==> config.mk <==
export PLATFORM = sky130hd
export DESIGN_NAME = edge_row_profiler_flat
export DESIGN_NICKNAME = d
export VERILOG_FILES = /design/src/rtl/edge_row_profiler_if.sv /design/src/rtl/edge_row_profiler.sv /design/src/flat_wrapper.sv
export SDC_FILE = /design/constraint.sdc
export NUM_CORES = 1
export LEC_CHECK = 0
export BUFFER_PORTS_ARGS = -buffer_cell sky130_fd_sc_hd__clkbuf_2
export CORE_MARGIN = 4
export CORE_UTILIZATION = 47
export DETAILED_ROUTE_END_ITERATION = 10
export PLACE_DENSITY = 0.68
export SLEW_MARGIN = 5
export SYNTH_ARGS = -nofsm -noshare
export SYNTH_HDL_FRONTEND = slang
export SYNTH_SLANG_ARGS = --single-unit
export TNS_END_PERCENT = 50
==> constraint.sdc <==
create_clock -name iCLK -period 8.4 [get_ports iCLK]
set_input_delay 1.68 -clock iCLK [delete_from_list [all_inputs] [get_ports iCLK]]
set_output_delay 1.68 -clock iCLK [all_outputs]
set_load 0.01 [all_outputs]
==> src/rtl/edge_row_profiler_if.sv <==
// Pixel-stream and result bundle between the Sobel edge stage and the row profiler.
// The master drives the edge stream and threshold; the slave returns map, row and frame results.
interface edge_row_profiler_if;
    logic [11:0] iEdge;
    logic        iDVAL;
    logic        iFVAL;
    logic [11:0] iThresh;
    logic        oBinary;
    logic        oBinDVAL;
    logic [11:0] oRowCount;
    logic [10:0] oRowIdx;
    logic        oRowValid;
    logic [10:0] oMaxRow;
    logic [11:0] oMaxCount;
    logic        oFrameDone;
    logic        oOverflow;

    modport master (
        output iEdge, iDVAL, iFVAL, iThresh,
        input  oBinary, oBinDVAL, oRowCount, oRowIdx, oRowValid,
               oMaxRow, oMaxCount, oFrameDone, oOverflow
    );

    modport slave (
        input  iEdge, iDVAL, iFVAL, iThresh,
        output oBinary, oBinDVAL, oRowCount, oRowIdx, oRowValid,
               oMaxRow, oMaxCount, oFrameDone, oOverflow
    );
endinterface

==> src/rtl/edge_row_profiler.sv <==
// Thresholds the edge-magnitude stream into a binary map, counts edge pixels per row
// and reports the strongest row of each frame.
module edge_row_profiler #(
    parameter int WIDTH  = 640,
    parameter int HEIGHT = 480
) (
    input  logic              iCLK,
    input  logic              iRST,
    edge_row_profiler_if.slave bus
);
    typedef enum logic [1:0] {IDLE, LINE, GAP} state_t;

    localparam logic [11:0] WIDTH_LIM  = 12'(WIDTH);
    localparam logic [11:0] HEIGHT_LIM = 12'(HEIGHT);

    state_t      state, stateNext;
    logic        fvalQ;
    logic [11:0] thrQ;
    logic [11:0] colCnt, edgeCnt, maxCnt;
    logic [10:0] rowIdx, maxRow;

    logic        fvalRise, pixValid, hit, rowInRange;
    logic        frameStart, countPix, rowClose, frameEnd;
    logic [11:0] effThr, colBase, edgeBase, colNext, edgeNext, maxCntNext;
    logic [10:0] maxRowNext;

    assign fvalRise = !fvalQ && bus.iFVAL;
    assign pixValid = bus.iDVAL && bus.iFVAL;
    // The pixel arriving with the frame rise is judged against the new threshold.
    assign effThr   = frameStart ? bus.iThresh : thrQ;
    assign hit      = (bus.iEdge >= effThr);

    always_ff @(posedge iCLK or negedge iRST) begin
        if (!iRST) begin
            state <= IDLE;
        end else begin
            state <= stateNext;
        end
    end

    // In LINE/GAP iFVAL was high last cycle, so iFVAL low there is a falling edge.
    always_comb begin
        stateNext  = state;
        frameStart = 1'b0;
        countPix   = 1'b0;
        rowClose   = 1'b0;
        frameEnd   = 1'b0;
        unique case (state)
            IDLE: begin
                if (fvalRise) begin
                    frameStart = 1'b1;
                    if (bus.iDVAL) begin
                        countPix  = 1'b1;
                        stateNext = LINE;
                    end else begin
                        stateNext = GAP;
                    end
                end
            end
            GAP: begin
                if (!bus.iFVAL) begin
                    frameEnd  = 1'b1;
                    stateNext = IDLE;
                end else if (bus.iDVAL) begin
                    countPix  = 1'b1;
                    stateNext = LINE;
                end
            end
            LINE: begin
                if (!bus.iFVAL) begin
                    rowClose  = 1'b1;
                    frameEnd  = 1'b1;
                    stateNext = IDLE;
                end else if (!bus.iDVAL) begin
                    rowClose  = 1'b1;
                    stateNext = GAP;
                end else begin
                    countPix = 1'b1;
                end
            end
            default: stateNext = IDLE;
        endcase
    end

    always_comb begin
        colBase  = frameStart ? 12'd0 : colCnt;
        edgeBase = frameStart ? 12'd0 : edgeCnt;
        colNext  = colBase;
        edgeNext = edgeBase;
        if (colBase < WIDTH_LIM) begin
            colNext = colBase + 12'd1;
            if (hit) begin
                edgeNext = edgeBase + 12'd1;
            end
        end
    end

    // Strict compare: on a tie the earlier row keeps the maximum.
    assign rowInRange = ({1'b0, rowIdx} < HEIGHT_LIM);
    always_comb begin
        maxCntNext = maxCnt;
        maxRowNext = maxRow;
        if (rowClose && rowInRange && (edgeCnt > maxCnt)) begin
            maxCntNext = edgeCnt;
            maxRowNext = rowIdx;
        end
    end

    always_ff @(posedge iCLK or negedge iRST) begin
        if (!iRST) begin
            fvalQ          <= 1'b0;
            thrQ           <= '0;
            colCnt         <= '0;
            edgeCnt        <= '0;
            rowIdx         <= '0;
            maxCnt         <= '0;
            maxRow         <= '0;
            bus.oBinary    <= 1'b0;
            bus.oBinDVAL   <= 1'b0;
            bus.oRowCount  <= '0;
            bus.oRowIdx    <= '0;
            bus.oRowValid  <= 1'b0;
            bus.oMaxRow    <= '0;
            bus.oMaxCount  <= '0;
            bus.oFrameDone <= 1'b0;
            bus.oOverflow  <= 1'b0;
        end else begin
            fvalQ          <= bus.iFVAL;
            bus.oBinary    <= pixValid && hit;
            bus.oBinDVAL   <= pixValid;
            bus.oRowValid  <= 1'b0;
            bus.oFrameDone <= 1'b0;

            if (frameStart) begin
                thrQ          <= bus.iThresh;
                rowIdx        <= '0;
                maxCnt        <= '0;
                maxRow        <= '0;
                colCnt        <= '0;
                edgeCnt       <= '0;
                bus.oOverflow <= 1'b0;
            end

            if (countPix) begin
                colCnt  <= colNext;
                edgeCnt <= edgeNext;
            end

            if (rowClose) begin
                colCnt  <= '0;
                edgeCnt <= '0;
                maxCnt  <= maxCntNext;
                maxRow  <= maxRowNext;
                if (rowIdx != 11'h7FF) begin
                    rowIdx <= rowIdx + 11'd1;
                end
                if (rowInRange) begin
                    bus.oRowValid <= 1'b1;
                    bus.oRowCount <= edgeCnt;
                    bus.oRowIdx   <= rowIdx;
                end else begin
                    bus.oOverflow <= 1'b1;
                end
            end

            if (frameEnd) begin
                bus.oFrameDone <= 1'b1;
                bus.oMaxRow    <= maxRowNext;
                bus.oMaxCount  <= maxCntNext;
            end
        end
    end
endmodule
==> src/flat_wrapper.sv <==
// flat-port wrapper written by rule: the top's interface ports become plain ports
module edge_row_profiler_flat 
#(
    parameter int WIDTH  = 640,
    parameter int HEIGHT = 480
)
  (iCLK, iRST, bus_iEdge, bus_iDVAL, bus_iFVAL, bus_iThresh, bus_oBinary, bus_oBinDVAL, bus_oRowCount, bus_oRowIdx, bus_oRowValid, bus_oMaxRow, bus_oMaxCount, bus_oFrameDone, bus_oOverflow);
  edge_row_profiler_if bus_i ();
  input  logic iCLK;
  input  logic iRST;
  input wire logic [$bits(bus_i.iEdge)-1:0] bus_iEdge;
  input wire logic [$bits(bus_i.iDVAL)-1:0] bus_iDVAL;
  input wire logic [$bits(bus_i.iFVAL)-1:0] bus_iFVAL;
  input wire logic [$bits(bus_i.iThresh)-1:0] bus_iThresh;
  output wire logic [$bits(bus_i.oBinary)-1:0] bus_oBinary;
  output wire logic [$bits(bus_i.oBinDVAL)-1:0] bus_oBinDVAL;
  output wire logic [$bits(bus_i.oRowCount)-1:0] bus_oRowCount;
  output wire logic [$bits(bus_i.oRowIdx)-1:0] bus_oRowIdx;
  output wire logic [$bits(bus_i.oRowValid)-1:0] bus_oRowValid;
  output wire logic [$bits(bus_i.oMaxRow)-1:0] bus_oMaxRow;
  output wire logic [$bits(bus_i.oMaxCount)-1:0] bus_oMaxCount;
  output wire logic [$bits(bus_i.oFrameDone)-1:0] bus_oFrameDone;
  output wire logic [$bits(bus_i.oOverflow)-1:0] bus_oOverflow;
  assign bus_i.iEdge = bus_iEdge;
  assign bus_i.iDVAL = bus_iDVAL;
  assign bus_i.iFVAL = bus_iFVAL;
  assign bus_i.iThresh = bus_iThresh;
  assign bus_oBinary = bus_i.oBinary;
  assign bus_oBinDVAL = bus_i.oBinDVAL;
  assign bus_oRowCount = bus_i.oRowCount;
  assign bus_oRowIdx = bus_i.oRowIdx;
  assign bus_oRowValid = bus_i.oRowValid;
  assign bus_oMaxRow = bus_i.oMaxRow;
  assign bus_oMaxCount = bus_i.oMaxCount;
  assign bus_oFrameDone = bus_i.oFrameDone;
  assign bus_oOverflow = bus_i.oOverflow;
  edge_row_profiler #(.WIDTH(WIDTH), .HEIGHT(HEIGHT)) u_core (.iCLK(iCLK), .iRST(iRST), .bus(bus_i));
endmodule
==> results of run 1 <==
## worst max path at each step
stage          depth (start not counted)  slack (ns)                  endpoint      start
6_report                               7        4.05     u_core.bus.oMaxRow[8]  bus_iFVAL
2_1_floorplan                         14        3.84         u_core.edgeCnt[2]  bus_iFVAL
5_1_grt                                7        3.71   u_core.bus.oMaxCount[5]  bus_iFVAL
3_5_place_dp                           7        3.62  u_core.bus.oMaxCount[10]  bus_iFVAL
4_1_cts                                7        4.07  u_core.bus.oMaxCount[10]  bus_iFVAL
3_3_place_gp                           7        3.74   u_core.bus.oMaxCount[1]  bus_iFVAL
## flip-flops by register name (all words and copies together) (netlist names)
name and count:
u_core.state 2, u_core.bus.oOverflow 1, u_core.fvalQ 1, u_core.rowIdx 11, u_core.bus.oMaxCount 12, u_core.maxCnt 12, u_core.bus.oRowIdx 11, u_core.bus.oFrameDone 1
u_core.bus.oBinary 1, u_core.bus.oMaxRow 11, u_core.bus.oBinDVAL 1, u_core.thrQ 12, u_core.maxRow 11, u_core.bus.oRowCount 12, u_core.colCnt 12, u_core.edgeCnt 12
u_core.bus.oRowValid 1
## critical path, cell delays in order
cell	delay [ns]
clkbuf_2	0.17
a21boi_1	0.84
o211ai_2	0.22
a31oi_1	0.19
o21a_2	0.87
nand2b_4	0.46
o221a_1	0.23
## synthesized netlist by cell type (15+ instances only)
master / number
dfrtp_1: 124
nand2_1: 104
o21ai_0: 46
inv_1: 33
ha_1: 31
nor2_1: 28
a21oi_1: 23
nand3b_1: 20
o221a_1: 19
mux2_2: 16
nand3_1: 16
clkbuf_1: 15
## cells by family (layout without fill, tap and decap cells)
| group | Yosys count | count (layout) | share of synthesized area (%) |
|---|---|---|---|
| flip-flops | 124 | 124 | 51.14 |
| AND/OR/NAND/NOR | 215 | 215 | 17.61 |
| multiplexers | 25 | 25 | 4.455 |
| adder cells (fa/ha/maj) | 31 | 31 | 6.393 |
| AO/OA/AOI/OAI | 130 | 130 | 14.72 |
| buffers and inverters | 62 | 146 | 4.516 |
| XOR/XNOR | 8 | 8 | 1.155 |
## stage by stage
step	cell area, um2	worst slack (ns)	utilization (%)
6_report	7138	4.050	56.56
3_5_place_dp	6563	3.623	52.00
3_3_place_gp	6563	3.743	52.00
2_1_floorplan	6067	3.844	-
4_1_cts	7138	4.069	56.56
5_1_grt	7138	3.709	56.56
## per-layer routing
| metal | wire [um] | GRT usage, % | part of all wire, % | vias up |
|---|---|---|---|---|
| met2 | 6040 | 29.40 | 46 | 118 |
| met4 | 283 | 8.543 | 2.2 | 0 |
| met3 | 694 | 5.153 | 5.3 | 22 |
| li1 | - | - | - | 2240 |
| met1 | 6115 | 26.03 | 47 | 2224 |
| met5 | 0 | 0 | 0 | - |
## power breakdown
group	switching, mW	internal, mW
Clock	0.252	0.450
Sequential	0.0735	0.722
Combinational	0.375	0.255
## final cells by class
class	instances	area (um2)
clock buffers	25	515.5
clock inverters	7	60.06
fillers	1108	5482
inverters	33	123.9
multi-input cells	409	2705
flip-flops and latches	124	3103
well taps	172	215.2
repair buffers	81	415.4
==> results.txt, run 1 <==
----------------------------------------------------
[Min path]
  Endpoint of the worst hold-timing path ... u_core.bus.oRowCount[8]
  Number of stages on the worst hold path ... 2
  Worst hold path startpoint ... u_core.bus.oRowCount[8]
  Path category of the worst min-delay check ... reg -> reg

[Worst setup path]
  Critical path data required time ... 8.75 ns
  Endpoint kind of the worst setup timing path ... flop
  Setup slack of the most critical reg-to-reg path ... 4.73 ns
  Worst R2R End ... u_core.bus.oMaxRow[8]
  Worst reg-to-reg path cell count ... 8
  Element type at the critical path start ... primary input
  Worst reg2reg path startpoint ... u_core.state[1]
  Critical path arrival ... 4.70 ns
  Critical path class ... in -> reg
  Max Fanout on Critical Path ... 68

[STA]
  Sum Neg Setup Slack ... 0 ns
  Setup Viol. Count Final ... 0
  Total count of max-transition violations in the final report ... 0
  Worst hold slack ... 0.4773 ns
  Setup repair after global routing missed its margin ... no
  Hold violation count in the final report ... 0
  Setup skew after layout ... 0.005760 ns
  Shortest period the worst path allows ... 4.350 ns
  Worst Tran Pin Value ... 1.101 ns
  Period utilization ... 51.78%
  Worst-case headroom to the max-slew limit ... 26.43%
  Fmax ... 0.2299 GHz

[Clock tree]
  Clock tree from TritonCTS ... built
  Number of gates resized after CTS ... 0
  Cell at the root of the clock tree ... clkbuf_16
  Insertion delay to the later sink of the worst-skew pair ... 0.42 ns
  Number of buffers added for setup after CTS ... 0
  Number of hold-repair buffers added at the cts stage ... 0
  Clock Sink Count ... 124
  Register clock-pin slew on the reported worst setup and hold paths ... 0.05 ns
  H-Tree Level Count ... 4
  Clock buffer count from CTS ... 17
  CTS Buffer Depth ... 2

[Global routing]
  First-pass GRT wire length ... 22380 um
  Via count of the first global-routing pass ... 4548
  Largest net degree at the start of global routing ... 72
  Total grt overflow ... 0
  All-Layer GR Usage ... 19.29%
  Antenna violations before repair ... 0

[Placed design]
  Final HPWL DP ... 8980 um
  Cell Count Post-Placement ... 819
  Routability Congestion ... 0.8053
  Buffers added on ports ... 78

[Detailed routing]
  Number of vias after detailed routing ... 4604
  Number of detailed-routing iterations run before antenna repair ... 5
  Count of unresolved DRC violations after routing ... 0
  Average detailed-routed wire length per instance ... 15.43 um
  Routed Antenna Nets ... 0
  Final wirelength ... 13130 um
  Number of DRC violations after detailed-routing iteration 0 ... 432
  Number of vias per cell after detailed routing ... 5.410

[Yosys]
  Count of distinct cell types in the synthesized netlist ... 51
  Post-synth EDFFs ... 0
  Total nets after synthesis ... 654
  Share of synthesized flip-flops with an asynchronous set or reset ... 100.0%
  Dominant register cell in the synthesized netlist ... dfrtp_1
  Portion of the post-synthesis area used by sequential elements ... 51.14%
  Share of the synthesized area in the top cell type ... 51.14%
  Synth Warn # ... 0
  Mean instance size in the synthesized netlist ... 10.20 um2
  Area leader, netlist ... dfrtp_1
  Cell area after synthesis ... 6067 um2
  Synth area leaders ... dfrtp_1 (51%), nand2_1 (6.4%), ha_1 (6.4%)
  Gate count of the mapped netlist ... 595
  Count of state elements after synthesis ... 124

[Floorplanning]
  Top-level port count ... 79
  Starting utilization of the core area ... 48.08%
  Placeable core area ... 12620 um2
  Vertical extent of the die ... 121.6 um
  Number of rows created at floorplan ... 41
  Die boundary width ... 121.6 um
  Total Die Area ... 14790 um2

[Final layout]
  Layout Area Growth over Synthesis ... 17.65%
  Commonest non-fill, non-tap cells in the layout ... dfrtp_1 (124), nand2_1 (104), clkbuf_2 (77)
  Fraction of layout instances using a drive strength above 1 ... 20.32%
  Number of inserted diodes ... 0
  Post-Layout Cell Count ... 851
  Leading cell type in the layout, fill and taps excluded ... dfrtp_1
  Final #Nets ... 725

[Power and ir drop]
  Leakage Power ... 3.441 nW
  Worst ir drop on vdd ... 0.0001566 V
  Sum of internal, switching and leakage power ... 2.128 mW
  Total power per unit cell area ... 298.2 nW/um2

[Flow run]
  Number of maximum-capacitance constraint violations ... 0

[Run status]
  Result of the run ... finished clean

----------------------------------------------------
(Power assumes the default switching activity.)
==> run 2: changes to the inputs <==
Clock period 8.4 ns to 4.2 ns, I/O delays scaled along.
==> results.txt, run 2 (synthesis results as in run 1) <==
----------------------------------------------------
[Placed design]
  Placed instance area ... 6613 um2 (+0.76%)
  Final HPWL DP ... 9287 um (+3.4%)
  Routability Congestion ... 0.8428 (+4.7%)
  Worst setup timing slack at the placement stage ... 0.4473 ns (-3.176 ns)
  Buffers added on ports ... 78 (unchanged)

[Worst setup path]
  Number of buffers and inverters on the critical path ... 2 (+1)
  Critical path arrival ... 3.68 ns (-1.02 ns)
  Path length in cells of the critical path ... 12 (+5)
  Critical path class ... reg -> reg
  Max Fanout on Critical Path ... 13 (-81%)
  Max stage delay on crit path ... 0.46 ns (-0.41 ns)
  Slowest library cell on the worst path ... nand3b_1
  Critical path data required time ... 4.50 ns (-4.25 ns)
  Worst reg-to-reg path cell count ... 12 (+4)
  Element type at the critical path start ... flop
  Critical path, cell by cell ... inv_1 > ha_1 > nand3b_1 > mux2i_1 > ha_1 > a21oi_1 > o21ai_0 > a21o_1 > a31oi_2 > buf_4 > nand2b_1 > o21ai_0
  Category of cells accounting for the largest share of critical-path delay ... compound AO/OA/AOI/OAI gates
  Endpoint kind of the worst setup timing path ... flop

[Detailed routing]
  Number of DRC violations after detailed-routing iteration 0 ... 387 (-10%)
  Number of vias per cell after detailed routing ... 5.456 (+0.84%)
  Average detailed-routed wire length per instance ... 15.95 um (+3.4%)
  Number of vias after detailed routing ... 4670 (+1.4%)
  Final wirelength ... 13660 um (+4.0%)
  Number of detailed-routing iterations run before antenna repair ... 7 (+2)
  Count of unresolved DRC violations after routing ... 0 (unchanged)
  Routed Antenna Nets ... 0 (unchanged)

[Clock tree]
  Register clock-pin slew on the reported worst setup and hold paths ... 0.06 ns (about the same)
  Clock tree from TritonCTS ... built
  CTS Buffer Depth ... 2 (unchanged)
  Number of gates resized after CTS ... 0 (unchanged)
  Cell at the root of the clock tree ... clkbuf_16
  Clock buffer count from CTS ... 17 (unchanged)
  Number of buffers added for setup after CTS ... 0 (unchanged)
  Number of hold-repair buffers added at the cts stage ... 0 (unchanged)
  Clock Sink Count ... 124 (unchanged)
  Insertion delay to the later sink of the worst-skew pair ... 0.42 ns (about the same)
  H-Tree Level Count ... 4 (unchanged)

[Final layout]
  Commonest non-fill, non-tap cells in the layout ... dfrtp_1 (124), nand2_1 (104), clkbuf_2 (77)
  Final standard cell area without fillers ... 7271 um2 (+1.9%)
  Layout Area Growth over Synthesis ... 19.84%
  Final #Nets ... 730 (+0.69%)
  Number of inserted diodes ... 0 (unchanged)
  Number of filler cells placed in the layout ... 1132 (+2.2%)
  Leading cell type in the layout, fill and taps excluded ... dfrtp_1
  Post-route core utilization ... 57.61% (+1.1 points)
  Fraction of layout instances using a drive strength above 1 ... 21.05% (+0.73 points)

[Power and ir drop]
  Switching power total ... 1.468 mW (+110%)
  Fraction of power spent switching nets ... 32.49% (-0.43 points)
  Share of total power in sequential cells ... 35.2% (-2.2 points)
  Worst ir drop on vdd ... 0.0003306 V (+110%)
  Total power per unit cell area ... 621.2 nW/um2 (+110%)
  Cell-internal power ... 3.049 mW (+110%)
  Part of the total power dissipated in combinational logic ... 28.9% (-0.7 points)
  Leakage Power ... 3.484 nW (+1.2%)
  Clock power share ... 36.0% (+3.0 points)

[Global routing]
  Largest net degree at the start of global routing ... 67 (-6.9%)
  Antenna violations before repair ... 0 (unchanged)
  All-Layer GR Usage ... 20.02% (+0.73 points)
  Via count of the first global-routing pass ... 4754 (+4.5%)
  Total grt overflow ... 0 (unchanged)
  First-pass GRT wire length ... 23360 um (+4.4%)

[Min path]
  Number of stages on the worst hold path ... 2 (unchanged)
  Path category of the worst min-delay check ... reg -> reg

[STA]
  Setup Viol. Count Final ... 0 (unchanged)
  Setup repair after global routing missed its margin ... no
  Total count of max-transition violations in the final report ... 0 (unchanged)
  Setup skew after layout ... 0.009601 ns (+0.003841 ns)
  Setup WS post-layout ... 0.8146 ns (-3.236 ns)
  Period utilization ... 80.60%
  Worst-case headroom to the max-slew limit ... 40.73% (+14 points)
  Worst hold slack ... 0.4775 ns (+0.0002480 ns)
  Hold violation count in the final report ... 0 (unchanged)
  Fmax ... 0.2954 GHz
  Sum Neg Setup Slack ... 0 ns (unchanged)
  Shortest period the worst path allows ... 3.385 ns
  Worst Tran Pin Value ... 0.8869 ns (-0.2140 ns)

[Floorplanning]
  Number of rows created at floorplan ... 41 (unchanged)
  Total Die Area ... 14790 um2 (unchanged)
  Starting utilization of the core area ... 48.08% (unchanged)
  Vertical extent of the die ... 121.6 um (unchanged)
  Die boundary width ... 121.6 um (unchanged)
  Placeable core area ... 12620 um2 (unchanged)
  Top-level port count ... 79 (unchanged)

[Run status]
  Result of the run ... finished clean

[Flow run]
  Number of maximum-capacitance constraint violations ... 0 (unchanged)

----------------------------------------------------
==> run 2: cell count changes in the layout (fill, tap and decap cells not counted) <==
| cell | delta |
|---|---|
| buf_12 | +1 |
| clkinvlp_4 | +4 |
| bufinv_16 | +4 |
| clkbuf_1 | -1 |
| clkinv_4 | +3 |
| clkbuf_8 | -5 |
| inv_6 | +1 |
| buf_4 | +4 |
| clkinv_2 | -6 |
==> run 2: power by group through the flow <==
stage	logic, mW	clock network [mW]	registers, mW
2_1_floorplan	0.868	0	1.63
3_3_place_gp	1.26	0	1.60
3_5_place_dp	1.31	0	1.61
4_1_cts	1.32	1.65	1.59
5_1_grt	1.48	1.71	1.62
6_report	1.30	1.63	1.59
==> run 2: through the flow <==
stage	total power, mW	std cells
2_1_floorplan	2.503	595
3_3_place_gp	2.861	824
3_5_place_dp	2.927	824
4_1_cts	4.561	856
5_1_grt	4.805	856
6_report	4.517	856
==> run 2: area by class of cell <==
class / instances / area (um2) / share of cell area, %
sequential: 124 / 3103 / 42.68
multi-input combinational: 409 / 2705 / 37.21
timing repair buffer: 86 / 465.4 / 6.402
clock buffer: 19 / 442.9 / 6.092
clock inverter: 13 / 215.2 / 2.960
tap: 172 / 215.2 / 2.960
inverter: 33 / 123.9 / 1.704
==> run 2: path summary, 6_finish.rpt <==
path	startpoint	end	slack (ns)
worst max-delay path	u_core.state[0]	u_core.edgeCnt[1]	0.81
worst min-delay path	u_core.thrQ[0]	u_core.thrQ[0]	0.48
worst max register to register	u_core.state[0]	u_core.edgeCnt[1]	0.81
worst min register to register	u_core.thrQ[0]	u_core.thrQ[0]	0.48
max in group asynchronous	iRST	u_core.maxCnt[9]	2.90
min in group asynchronous	iRST	u_core.bus.oRowIdx[3]	0.49
==> run 2: worst reg2reg max path, cell delays in order, from the launching register on <==
cell      delay, ns
dfrtp_1        0.40
inv_1          0.11
ha_1           0.24
nand3b_1       0.47
mux2i_1        0.37
ha_1           0.29
a21oi_1        0.14
o21ai_0        0.09
a21o_1         0.19
a31oi_2        0.44
buf_4          0.29
nand2b_1       0.15
o21ai_0        0.10
==> run 2: layer usage <==
| layer | global-route usage (%) | part of all wire [%] | vias up |
|---|---|---|---|
| li1 | - | - | 2252 |
| met4 | 7.703 | 1.8 | 0 |
| met1 | 26.62 | 45 | 2275 |
| met3 | 5.989 | 5.5 | 21 |
| met5 | 0 | 0 | - |
| met2 | 31.05 | 48 | 122 |
==> run 3: changes to the inputs <==
Settings changed: PLACE_DENSITY 0.68 to 0.71.
Clock period 4.2 ns to 2.9 ns, I/O delays scaled along.
==> results.txt, run 3 (synthesis results as in run 1) <==
----------------------------------------------------
[STA]
  Setup repair after global routing missed its margin ... yes
  Worst hold slack ... 0.2755 ns (-0.2020 ns)
  Setup WS post-layout ... 0.1172 ns (-0.6974 ns)
  Fmax ... 0.3594 GHz (+22%)
  Worst-case headroom to the max-slew limit ... 56.75% (+16 points)
  Shortest period the worst path allows ... 2.783 ns (-0.6026 ns)
  Period utilization ... 95.96% (+15 points)
  Setup skew after layout ... 0.007060 ns (-0.002540 ns)
  Hold violation count in the final report ... 0 (unchanged)
  Sum Neg Setup Slack ... 0 ns (unchanged)
  Worst Tran Pin Value ... 0.6487 ns (-0.2382 ns)
  Setup Viol. Count Final ... 0 (unchanged)
  Total count of max-transition violations in the final report ... 0 (unchanged)

[Final layout]
  Final #Nets ... 751 (+2.9%)
  Multi-input combinational cell area ... 2779 um2 (+2.7%)
  Number of filler cells placed in the layout ... 1103 (-2.6%)
  Commonest non-fill, non-tap cells in the layout ... dfrtp_1 (124), nand2_1 (104), clkbuf_2 (77)
  Leading cell type in the layout, fill and taps excluded ... dfrtp_1
  Number of inserted diodes ... 0 (unchanged)
  Layout Area Growth over Synthesis ... 22.31%
  Register cell area after layout ... 3103 um2 (unchanged)
  Fraction of layout instances using a drive strength above 1 ... 24.47% (+3.4 points)

[Worst setup path]
  Critical path data required time ... 3.24 ns (-1.26 ns)
  Critical path, cell by cell ... inv_2 > ha_2 > nand3b_1 > buf_12 > nand2_1 > nand2_1 > ha_1 > nand2b_1 > a21oi_1 > o21ai_2 > buf_4 > a31oi_4 > or4_4 > a21oi_1
  Worst R2R End ... u_core.edgeCnt[10]
  Setup slack of the most critical reg-to-reg path ... 0.12 ns (-0.70 ns)
  Endpoint kind of the worst setup timing path ... flop
  Element type at the critical path start ... flop
  Max Fanout on Critical Path ... 14 (+1)
  Critical path class ... reg -> reg
  Critical path arrival ... 3.12 ns (-0.56 ns)
  Slowest library cell on the worst path ... or4_4
  Worst reg-to-reg path cell count ... 14 (+2)
  Worst reg2reg path startpoint ... u_core.state[1]
  Max stage delay on crit path ... 0.54 ns (+0.08 ns)

[Clock tree]
  H-Tree Level Count ... 4 (unchanged)
  Clock tree from TritonCTS ... built
  Clock buffer count from CTS ... 17 (unchanged)
  Number of hold-repair buffers added at the cts stage ... 0 (unchanged)
  Insertion delay to the later sink of the worst-skew pair ... 0.42 ns (about the same)
  Register clock-pin slew on the reported worst setup and hold paths ... 0.06 ns (about the same)
  Clock Sink Count ... 124 (unchanged)
  Cell at the root of the clock tree ... clkbuf_16
  CTS Buffer Depth ... 2 (unchanged)

[Floorplanning]
  Starting utilization of the core area ... 48.08% (unchanged)
  Die boundary width ... 121.6 um (unchanged)
  Top-level port count ... 79 (unchanged)
  Vertical extent of the die ... 121.6 um (unchanged)
  Number of rows created at floorplan ... 41 (unchanged)
  Total Die Area ... 14790 um2 (unchanged)
  Placeable core area ... 12620 um2 (unchanged)

[Placed design]
  Routability Congestion ... 0.8302 (-1.5%)
  Final HPWL DP ... 9387 um (+1.1%)
  Buffers added on ports ... 78 (unchanged)
  Worst setup timing slack at the placement stage ... -0.006687 ns (-0.4540 ns)

[Global routing]
  Via count of the first global-routing pass ... 4919 (+3.5%)
  First-pass GRT wire length ... 23740 um (+1.6%)
  Antenna violations before repair ... 0 (unchanged)
  All-Layer GR Usage ... 20.24% (+0.23 points)
  Largest net degree at the start of global routing ... 125 (+87%)
  Total grt overflow ... 0 (unchanged)

[Power and ir drop]
  Fraction of power spent switching nets ... 33.63% (+1.1 points)
  Worst ir drop on vdd ... 0.0005569 V (+68%)
  Part of the total power dissipated in combinational logic ... 33.1% (+4.2 points)
  Share of total power in sequential cells ... 35.5% (+0.3 points)
  Clock power share ... 31.5% (-4.5 points)
  Leakage Power ... 3.552 nW (+1.9%)
  Total power per unit cell area ... 880.1 nW/um2 (+42%)
  Cell-internal power ... 4.335 mW (+42%)
  Switching power total ... 2.196 mW (+50%)

[Run status]
  Result of the run ... finished clean

[Detailed routing]
  Number of vias per cell after detailed routing ... 5.486 (+0.55%)
  Number of vias after detailed routing ... 4800 (+2.8%)
  Number of DRC violations after detailed-routing iteration 0 ... 323 (-17%)
  Routed Antenna Nets ... 0 (unchanged)
  Number of detailed-routing iterations run before antenna repair ... 7 (unchanged)
  Average detailed-routed wire length per instance ... 16.23 um (+1.7%)
  Count of unresolved DRC violations after routing ... 0 (unchanged)
  Final wirelength ... 14200 um (+4.0%)

[Min path]
  Path category of the worst min-delay check ... in -> async

[Flow run]
  Number of maximum-capacitance constraint violations ... 0 (unchanged)

----------------------------------------------------
## run 3: power by group through the flow
stage / clock network [mW] / registers [mW] / logic, mW
after floorplan: 0 / 2.37 / 1.31
after CTS: 2.09 / 2.32 / 1.99
after detailed placement: 0 / 2.35 / 1.97
final: 2.05 / 2.32 / 2.16
after global routing: 2.17 / 2.35 / 2.41
after global placement: 0 / 2.32 / 1.90
## run 3: how the worst max path moves through the flow
| stage | start | end | slack [ns] | depth (start not counted) |
|---|---|---|---|---|
| after floorplan | bus_iFVAL | u_core.edgeCnt[2] | 0.008 | 14 |
| after global placement | bus_iFVAL | u_core.edgeCnt[9] | 0.05 | 12 |
| after detailed placement | u_core.state[0] | u_core.edgeCnt[9] | -0.007 | 13 |
| after CTS | u_core.state[0] | u_core.edgeCnt[10] | 0.01 | 14 |
| after global routing | u_core.state[1] | u_core.edgeCnt[10] | -0.02 | 14 |
| final | u_core.state[1] | u_core.edgeCnt[10] | 0.12 | 14 |
## run 3: layout make-up
class	count	area share, %
multi-input combinational	410	37.45
inverter	33	1.669
sequential	124	41.81
clock inverter	7	1.214
clock buffer	23	6.441
tap	172	2.900
timing repair buffer	106	8.515
## run 3: critical path: cells and delay by family (launching register included)
family / cells / cell delay, ns
buffers and inverters: 3 / 0.40
DFF: 1 / 0.41
and+or+nand+nor: 5 / 0.91
AOI/OAI and AO/OA: 4 / 0.53
adders and majority gates: 2 / 0.45
## run 3: timing repair
item                       in CTS  in global routing
gates resized for setup         1                 17
pin swaps                       0                  5
gates cloned                    0                  1
setup endpoints to repair       5                 13
buffers inserted                0                  6
## run 3: layer usage
layer | GRT usage [%] | part of all wire (%)
met2 | 32.64 | 48
met5 | 0 | 0
met3 | 4.782 | 4.9
met1 | 26.45 | 45
met4 | 8.263 | 2.1
## run 3: per-stage QoR
step                instances  cell area [um2]  power (mW)  utilization, %
CTS                       868             7307       6.398           57.90
global placement          838             6739       4.220           53.40
floorplan                 595             6107       3.676               -
detailed placement        838             6739       4.318           53.40
global route              875             7421       6.941           58.80
finish                    875             7421       6.531           58.80
